## src/rtl/clk_mon_pkg.sv

```systemverilog
// clk_mon_pkg: shared state encoding, error counter width and saturating increment
package clk_mon_pkg;
  typedef enum logic [1:0] {IDLE, TRACK, LOCKED} mon_state_e;
  localparam int ERR_W = 8;
  function automatic logic [ERR_W-1:0] sat_inc(input logic [ERR_W-1:0] v);
    return &v ? v : v + 1'b1;
  endfunction
endpackage

```

## src/rtl/sync_2ff.sv

```systemverilog
// sync_2ff: two-flop synchronizer for a single asynchronous bit
module sync_2ff (
  input  logic clk_i,
  input  logic rst_n_i,
  input  logic d_i,
  output logic q_o
);
  logic meta;
  // shift the asynchronous input through two flops
  always_ff @(posedge clk_i or negedge rst_n_i)
    if (!rst_n_i) {q_o, meta} <= 2'b00;
    else {q_o, meta} <= {meta, d_i};
endmodule

```

## src/rtl/clk_div_monitor.sv

```systemverilog
// clk_div_monitor: measures period/high time of a divided clock and tracks lock
module clk_div_monitor
  import clk_mon_pkg::*;
#(
  parameter int EXPECTED_PERIOD = 125,
  parameter int TOLERANCE       = 1,
  parameter int LOCK_COUNT      = 4,
  parameter int COUNTER_WIDTH   = 9
) (
  input  logic                     clk_i,
  input  logic                     rst_n_i,
  input  logic                     mon_i,
  output logic [COUNTER_WIDTH-1:0] period_o,
  output logic [COUNTER_WIDTH-1:0] high_o,
  output logic                     valid_o,
  output logic                     good_o,
  output logic                     lock_o,
  output logic                     stuck_o,
  output logic [ERR_W-1:0]         err_cnt_o
);
  localparam int CW = COUNTER_WIDTH;
  localparam int GW = $clog2(LOCK_COUNT + 1);
  localparam logic [CW-1:0] P_MIN   = CW'(EXPECTED_PERIOD - TOLERANCE);
  localparam logic [CW-1:0] P_MAX   = CW'(EXPECTED_PERIOD + TOLERANCE);
  localparam logic [CW-1:0] H_MIN   = CW'((EXPECTED_PERIOD - 1) / 2 - TOLERANCE);
  localparam logic [CW-1:0] H_MAX   = CW'((EXPECTED_PERIOD + 1) / 2 + TOLERANCE);
  localparam logic [CW-1:0] TIMEOUT = CW'(2 * EXPECTED_PERIOD);

  logic          mon_s, mon_d, rise, fall, have_fall, meas_good;
  logic [CW-1:0] cnt, hi_cap;
  logic [GW-1:0] good_cnt;
  mon_state_e    state;

  sync_2ff u_sync (.clk_i(clk_i), .rst_n_i(rst_n_i), .d_i(mon_i), .q_o(mon_s));

  assign rise = mon_s & ~mon_d;
  assign fall = ~mon_s & mon_d;
  assign meas_good = have_fall && cnt >= P_MIN && cnt <= P_MAX && hi_cap >= H_MIN && hi_cap <= H_MAX;

  // one extra delay flop for edge detection
  always_ff @(posedge clk_i or negedge rst_n_i)
    if (!rst_n_i) mon_d <= 1'b0;
    else mon_d <= mon_s;

  // cycles since the last rise; restarts at 1 so the closing rise reads the full period
  always_ff @(posedge clk_i or negedge rst_n_i)
    if (!rst_n_i) cnt <= '0;
    else if (rise) cnt <= CW'(1);
    else if (~&cnt) cnt <= cnt + 1'b1;

  // capture the high time at the first fall after a rise
  always_ff @(posedge clk_i or negedge rst_n_i)
    if (!rst_n_i) begin
      have_fall <= 1'b0;
      hi_cap    <= '0;
    end else if (rise) begin
      have_fall <= 1'b0;
    end else if (fall && !have_fall) begin
      have_fall <= 1'b1;
      hi_cap    <= cnt;
    end

  // lock tracking FSM with registered outputs; a rise takes priority over the timeout
  always_ff @(posedge clk_i or negedge rst_n_i)
    if (!rst_n_i) begin
      state     <= IDLE;
      good_cnt  <= '0;
      period_o  <= '0;
      high_o    <= '0;
      valid_o   <= 1'b0;
      good_o    <= 1'b0;
      lock_o    <= 1'b0;
      stuck_o   <= 1'b0;
      err_cnt_o <= '0;
    end else begin
      valid_o <= 1'b0;
      if (rise) begin
        stuck_o <= 1'b0;
        if (state == IDLE) begin
          state    <= TRACK;
          good_cnt <= '0;
        end else begin
          valid_o  <= 1'b1;
          period_o <= cnt;
          high_o   <= have_fall ? hi_cap : '0;
          good_o   <= meas_good;
          if (!meas_good) begin
            state     <= TRACK;
            good_cnt  <= '0;
            lock_o    <= 1'b0;
            err_cnt_o <= sat_inc(err_cnt_o);
          end else if (state == TRACK && good_cnt == GW'(LOCK_COUNT - 1)) begin
            state  <= LOCKED;
            lock_o <= 1'b1;
          end else if (state == TRACK) begin
            good_cnt <= good_cnt + 1'b1;
          end
        end
      end else if (state != IDLE && cnt == TIMEOUT) begin
        state     <= IDLE;
        good_cnt  <= '0;
        lock_o    <= 1'b0;
        stuck_o   <= 1'b1;
        err_cnt_o <= sat_inc(err_cnt_o);
      end
    end
endmodule

```

## config.mk

```make
export PLATFORM = sky130hd
export DESIGN_NAME = clk_div_monitor
export DESIGN_NICKNAME = d
export VERILOG_FILES = /design/src/rtl/clk_mon_pkg.sv /design/src/rtl/sync_2ff.sv /design/src/rtl/clk_div_monitor.sv
export SDC_FILE = /design/constraint.sdc
export NUM_CORES = 1
export LEC_CHECK = 0
export CAP_MARGIN = 25
export CORE_ASPECT_RATIO = 0.5
export CORE_MARGIN = 1.5
export CORE_UTILIZATION = 54
export DETAILED_ROUTE_END_ITERATION = 10
export GPL_ROUTABILITY_DRIVEN = 0
export PLACE_DENSITY = 0.8
export SLEW_MARGIN = 25
export SYNTH_ARGS = -nofsm -noshare
export SYNTH_HDL_FRONTEND = slang
export SYNTH_SLANG_ARGS = --single-unit
```

## constraint.sdc

```tcl
create_clock -name clk_i -period 2.1 [get_ports clk_i]
set_input_delay 0.42 -clock clk_i [delete_from_list [all_inputs] [get_ports clk_i]]
set_output_delay 0.42 -clock clk_i [all_outputs]
set_load 0.05 [all_outputs]
```

==> impl_metrics.sql, run 1 <==
INSERT INTO impl_metrics (metric_group, metric, value, unit) VALUES
('drt', 'wl_per_cell', '15.5', 'um'),
('logic_synthesis', 'synthesis.nets', '248', ''),
('critical_path', 'criticalPathCategory', 'flip-flop to primary output', ''),
('drt', 'finalWirelength', '5480', 'um'),
('sta', 'post-route-period-util', '95.5', '%'),
('clock_tree', 'htree_num_levels', '3', ''),
('sta', 'relSlewSlack', '52.9', '%'),
('clock_tree', 'clock_tree.root_cell', 'clkbuf_8', ''),
('placement', 'place_area', '0.00300', 'mm2'),
('grt', 'number_of_antenna_violations_at_the_first_check_in_global_routing', '0', ''),
('critical_path', 'path_cells', 'clkdlybuf4s50_1', ''),
('floorplanning', 'rows', '17', ''),
('drt', 'drt_drc_violations_left', '0', ''),
('critical_path', 'startpoint_types', 'flip-flop', ''),
('power_and_ir_drop', 'power.density', '1090', 'mW/mm2'),
('grt', 'grt_pass1_wl', '9020', 'um'),
('logic_synthesis', 'ys.flop_type', 'dfrtp_1', ''),
('critical_path', 'reg2reg_setup_slack', '0.11', 'ns'),
('sta', 'holdWs', '0.208', 'ns'),
('finish', 'post_route_cells_drive_above_1_share', '16.4', '%'),
('clock_tree', 'worstSkewPairLatency', '0.33', 'ns'),
('critical_path', 'critPathBufInv', '1', ''),
('floorplanning', 'initial_utilization', '57.1', '%'),
('floorplanning', 'core', '0.00449', 'mm2'),
('critical_path', 'worst-path-max-fanout', '5', ''),
('logic_synthesis', 'synth_enable_flop_cells', '0', ''),
('logic_synthesis', 'yosysUniqueCellTypes', '40', ''),
('sta', 'worst_pin_slew', '0.706', 'ns'),
('finish', 'layout.core_utilization', '71.6', '%'),
('drt', 'vias', '1923', ''),
('finish', 'final_net_count', '293', ''),
('placement', 'place_hpwl', '3710', 'um'),
('critical_path', 'cp-end-kind', 'primary output', ''),
('floorplanning', 'die_height', '51.7', 'um'),
('power_and_ir_drop', 'vdd_ir_drop_max', '0.549', 'mV'),
('placement', 'number_of_buffers_inserted_by_port_buffering', '32', ''),
('critical_path', 'cp-startpoint', 'err_cnt_o[0]$_DFFE_PN0P_', ''),
('critical_path', 'critical_path_cell_count', '1', ''),
('power_and_ir_drop', 'report.power.total', '3.50', 'mW'),
('logic_synthesis', 'syn_area', '0.00256', 'mm2'),
('finish', 'final_area', '0.00322', 'mm2'),
('status', 'run_status', 'complete, no violations', ''),
('critical_path', 'critPathCapture', 'err_cnt_o[0]', ''),
('drt', 'dr.pass1.iters', '4', ''),
('grt', 'via_count_of_the_first_global_routing_pass', '1874', ''),
('clock_tree', 'numCtsBuffers', '9', ''),
('critical_path', 'worstRegToRegCells', '6', ''),
('critical_path', 'crit_family', 'buffers and inverters', ''),
('sta', 'maxClockFrequency', '0.499', 'GHz'),
('finish', 'post_layout_nonfiller_instances', '353', ''),
('power_and_ir_drop', 'leakage_dissipation', '1.58', 'nW'),
('finish', 'area_delta_synth_final', '25.5', '%'),
('placement', 'preCtsSetupSlack', '0.136', 'ns'),
('critical_path', 'cp_slowest_cell', 'clkdlybuf4s50_1', ''),
('drt', 'initialDrtViolationCount', '100', ''),
('sta', 'timing.final.crit_period', '2.00', 'ns'),
('grt', 'gr_usage_total', '23.9', '%'),
('logic_synthesis', 'post_synth_inst_count', '238', ''),
('sta', 'fin_ws', '0.0952', 'ns'),
('sta', 'finClkSkew', '0.0101', 'ns'),
('finish', 'most-common-layout-cells', '57 x dfrtp_1, 53 x nand2_1, 30 x clkdlybuf4s50_1, 19 x nor2_1, 18 x nand3_1', ''),
('logic_synthesis', 'ys.warnings.count', '0', ''),
('grt', 'grt_max_degree', '58', ''),
('sta', 'hold_violations', '0', ''),
('placement', 'place.detailed.instances', '338', ''),
('logic_synthesis', 'synth.yosys.seq_area_share', '55.7', '%'),
('grt', 'grt.overflow.total', '0', ''),
('critical_path', 'critical_path_required_time', '1.68', 'ns'),
('drt', 'ant_nets', '0', ''),
('sta', 'tns', '0', 'ns'),
('clock_tree', 'cts.reportedPaths.clkPinSlew', '0.06', 'ns');
-- final cells by class --
type / instances / area, um2
tap: 66 / 82.6
clock inverter: 3 / 65.1
multi-input combinational: 165 / 1070
timing repair buffer: 43 / 404
fill: 332 / 1270
sequential: 57 / 1430
clock buffer: 12 / 145
inverter: 7 / 26.3
-- per-layer routing --
metal | track usage, % | vias up | wire (um)
li1 | - | 893 | -
met1 | 29.4 | 970 | 2400
met2 | 39.7 | 52 | 2700
met3 | 7.93 | 8 | 305
met4 | 9.39 | 0 | 72
met5 | 0 | - | 0
-- where the power goes --
| group | internal, mW | switching, mW |
|---|---|---|
| clock | 0.693 | 0.413 |
| sequential | 1.27 | 0.216 |
| combinational | 0.336 | 0.574 |
| total | 2.30 | 1.20 |
-- worst min-delay path by stage --
stage / to / slack [ns]
final: err_cnt_o[4]$_DFFE_PN0P_ / 0.21
after global routing: err_cnt_o[3]$_DFFE_PN0P_ / 0.29
after CTS: period_o[0]$_DFFE_PN0P_ / 0.24
after detailed placement: u_sync.q_o$_DFF_PN0_ / 0.34
after global placement: u_sync.q_o$_DFF_PN0_ / 0.34
after floorplan: cnt[0]$_DFFE_PN0P_ / 0.12
-- Yosys cell counts, types with 2 or more instances --
library cell,number,area [um2]
and2_1,2,12.5
and3_1,4,25.0
mux2i_1,3,30.0
buf_2,2,10.0
o22ai_1,2,12.5
nor2_1,19,71.3
mux2_2,9,101
ha_1,7,87.6
dfrtp_1,57,1430
inv_1,6,22.5
a21oi_1,3,15.0
xor2_1,13,114
clkbuf_1,5,18.8
nand3_1,18,90.1
o21ai_0,6,30.0
nor4b_2,2,30.0
nor4_2,4,50.1
nand2_1,53,199
nand4_1,2,12.5
-- cell families after synthesis --
kind of cell,after synthesis,share of synthesized area (%)
AO/OA/AOI/OAI,17,4.59
XOR/XNOR,14,4.79
adder cells (fa/ha/maj),7,3.42
buffers and inverters,16,2.73
flip-flops,57,55.7
multiplexers,13,5.71
AND/OR/NAND/NOR,114,23.1
-- registers in the layout (all words and copies together) (netlist names) --
register	flops
stuck_o	1
period_o	9
lock_o	1
hi_cap	9
u_sync.meta	1
mon_d	1
high_o	9
state	2
good_o	1
cnt	9
u_sync.q_o	1
valid_o	1
err_cnt_o	8
good_cnt	3
have_fall	1
-- repair_timing --
action | CTS | global route
hold endpoints to repair | 0 | 0
endpoints found under the setup margin | 0 | 4
hold buffers | 0 | 0
setup buffers | 0 | 0
resized for setup | 0 | 2
Note: power is estimated with default switching activity, not from simulation.
==> inputs of run 2 (changes only) <==
--- a/config.mk
+++ b/config.mk
@@ -5,13 +5,13 @@
 export SDC_FILE = /design/constraint.sdc
 export NUM_CORES = 1
 export LEC_CHECK = 0
-export CAP_MARGIN = 25
+export CAP_MARGIN = 40
 export CORE_ASPECT_RATIO = 0.5
 export CORE_MARGIN = 1.5
-export CORE_UTILIZATION = 54
+export CORE_UTILIZATION = 59
 export DETAILED_ROUTE_END_ITERATION = 10
 export GPL_ROUTABILITY_DRIVEN = 0
-export PLACE_DENSITY = 0.8
+export PLACE_DENSITY = 0.86
 export SLEW_MARGIN = 25
 export SYNTH_ARGS = -nofsm -noshare
 export SYNTH_HDL_FRONTEND = slang
==> constraint.sdc (replaced) <==
create_clock -name clk_i -period 2.56 [get_ports clk_i]
set_input_delay 0.512 -clock clk_i [delete_from_list [all_inputs] [get_ports clk_i]]
set_output_delay 0.512 -clock clk_i [all_outputs]
set_load 0.05 [all_outputs]
==> impl_metrics.sql, run 2 (synthesis gave the netlist of run 1 again) <==
INSERT INTO impl_metrics (metric_group, metric, value, unit) VALUES
('clock_tree', 'cts_resized', '0', ''),
('min_path', 'hp_class', 'input port to async pin', ''),
('sta', 'finClkSkew', '0.00738', 'ns'),
('sta', 'tns', '0', 'ns'),
('power_and_ir_drop', 'share_seq_of_total_power', '43.4', '%'),
('clock_tree', 'clock_tree.root_cell', 'clkbuf_8', ''),
('sta', 'hold_violations', '0', ''),
('clock_tree', 'numCtsBuffers', '9', ''),
('clock_tree', 'cts.reportedPaths.clkPinSlew', '0.06', 'ns'),
('finish', 'most-common-layout-cells', '57 x dfrtp_1, 53 x nand2_1, 31 x clkdlybuf4s50_1, 19 x nor2_1, 18 x nand3_1', ''),
('placement', 'place_hpwl', '3780', 'um'),
('drt', 'dr.pass1.iters', '4', ''),
('power_and_ir_drop', 'p_comb_share', '26.4', '%'),
('critical_path', 'worst-path-max-fanout', '11', ''),
('floorplanning', 'core', '0.00402', 'mm2'),
('sta', 'worst_pin_slew', '0.554', 'ns'),
('finish', 'area_delta_synth_final', '22.8', '%'),
('clock_tree', 'htree_num_levels', '3', ''),
('floorplanning', 'top_level_pins', '33', ''),
('drt', 'detail_route.vias_per_cell', '5.67', ''),
('placement', 'place.detailed.instances', '320', ''),
('grt', 'number_of_antenna_violations_at_the_first_check_in_global_routing', '0', ''),
('critical_path', 'cp-end-kind', 'flip-flop', ''),
('critical_path', 'critical_path_required_time', '2.78', 'ns'),
('grt', 'grt_pass1_wl', '9450', 'um'),
('drt', 'drt_drc_violations_left', '0', ''),
('drt', 'initialDrtViolationCount', '125', ''),
('finish', 'fillCellCount', '253', ''),
('finish', 'post_layout_nonfiller_instances', '336', ''),
('clock_tree', 'numClockSinks', '57', ''),
('sta', 'grt_setup_unrepaired', 'no', ''),
('floorplanning', 'initial_utilization', '63.7', '%'),
('finish', 'post_route_cells_drive_above_1_share', '15.2', '%'),
('grt', 'via_count_of_the_first_global_routing_pass', '1932', ''),
('floorplanning', 'die_height', '49.6', 'um'),
('grt', 'grt.overflow.total', '0', ''),
('drt', 'wl_per_cell', '16.2', 'um'),
('power_and_ir_drop', 'report.power.total', '2.83', 'mW'),
('grt', 'grt_max_degree', '26', ''),
('drt', 'vias', '1906', ''),
('floorplanning', 'rows', '16', ''),
('floorplanning', 'die-area', '0.00477', 'mm2'),
('floorplanning', 'die_w', '96.2', 'um'),
('sta', 'holdWs', '0.161', 'ns'),
('power_and_ir_drop', 'vdd_ir_drop_max', '0.491', 'mV'),
('status', 'run_status', 'complete, no violations', ''),
('clock_tree', 'clk_path_buf_depth', '2', ''),
('drt', 'ant_nets', '0', ''),
('sta', 'post-route-period-util', '84.6', '%'),
('sta', 'timing.final.max_slew_violations', '0', ''),
('critical_path', 'worst-endpoint-arrival', '2.39', 'ns'),
('grt', 'gr_usage_total', '27.3', '%'),
('power_and_ir_drop', 'power.density', '900', 'mW/mm2'),
('critical_path', 'criticalPathCategory', 'flip-flop to flip-flop', ''),
('power_and_ir_drop', 'sw_frac_of_total', '35.8', '%'),
('power_and_ir_drop', 'leakage_dissipation', '1.53', 'nW'),
('clock_tree', 'tritoncts', 'yes', ''),
('finish', 'antenna_cells', '0', ''),
('power_and_ir_drop', 'switchingPower', '1.01', 'mW'),
('clock_tree', 'postCtsSetupBuffers', '0', ''),
('placement', 'number_of_buffers_inserted_by_port_buffering', '32', ''),
('clock_tree', 'cts.hold.buffers_added', '0', ''),
('drt', 'finalWirelength', '5460', 'um'),
('clock_tree', 'worstSkewPairLatency', '0.34', 'ns'),
('finish', 'final_net_count', '287', ''),
('job', 'number_of_max_cap_violations', '0', ''),
('critical_path', 'startpoint_types', 'flip-flop', ''),
('sta', 'finalSetupViolCount', '0', ''),
('finish', 'final_common_cell', 'dfrtp_1', ''),
('power_and_ir_drop', 'power_report.internal_total', '1.82', 'mW'),
('sta', 'timing.final.crit_period', '2.17', 'ns'),
('sta', 'maxClockFrequency', '0.462', 'GHz'),
('sta', 'relSlewSlack', '63.1', '%'),
('finish', 'layout.core_utilization', '78.2', '%'),
('power_and_ir_drop', 'clock_power_share', '30.3', '%');
## run 2: final cells by class
type                    instances  area, um2  share of cell area (%)
repair buffers                 37        353                    11.2
well taps                      54       67.6                    2.15
multi-input cells             165       1070                    33.9
clock inverters                 4       51.3                    1.63
flip-flops and latches         57       1430                    45.3
inverters                       7       26.3                   0.835
clock buffers                  12        155                    4.93
## run 2: final timing paths
| check | start | to | slack, ns | cells after the start |
|---|---|---|---|---|
| max in group asynchronous | rst_n_i | state[0]$_DFFE_PN0P_ | 1.74 | 2 |
| min in group clk_i | u_sync.meta$_DFF_PN0_ | u_sync.q_o$_DFF_PN0_ | 0.38 | 0 |
| setup reg to reg | hi_cap[3]$_DFFE_PN0P_ | err_cnt_o[1]$_DFFE_PN0P_ | 0.39 | 5 |
| hold reg to reg | u_sync.meta$_DFF_PN0_ | u_sync.q_o$_DFF_PN0_ | 0.38 | 0 |
| setup / recovery | hi_cap[3]$_DFFE_PN0P_ | err_cnt_o[1]$_DFFE_PN0P_ | 0.39 | 5 |
| hold / removal | rst_n_i | good_cnt[2]$_DFFE_PN0P_ | 0.16 | 1 |
## run 2: power by group through the flow
stage	Combinational [mW]	Sequential (mW)	Clock [mW]
6_report	0.746	1.23	0.857
4_1_cts	0.752	1.22	0.875
3_3_place_gp	0.728	1.22	0
5_1_grt	0.806	1.24	0.913
3_5_place_dp	0.747	1.24	0
2_1_floorplan	0.249	1.46	0
## run 2: worst max-delay path, cell delays in order (launching register included)
cell	delay, ns
dfrtp_1	0.42
or4_4	0.56
nor4b_4	0.25
o2111a_2	0.40
nor3_2	0.11
mux2_4	0.31
## run 2: metrics by stage
| step | setup WS (ns) | area (um2) |
|---|---|---|
| floorplan | 0.634 | 2560 |
| global placement | 0.495 | 2940 |
| detailed placement | 0.437 | 2940 |
| CTS | 0.394 | 3150 |
| global route | 0.265 | 3150 |
| finish | 0.394 | 3150 |
## run 2: layer usage
layer  part of all wire [%]  track usage (%)
met1                     43             35.0
met2                     49             42.3
met3                    5.8             8.49
met4                    1.6             12.7
met5                      0                0
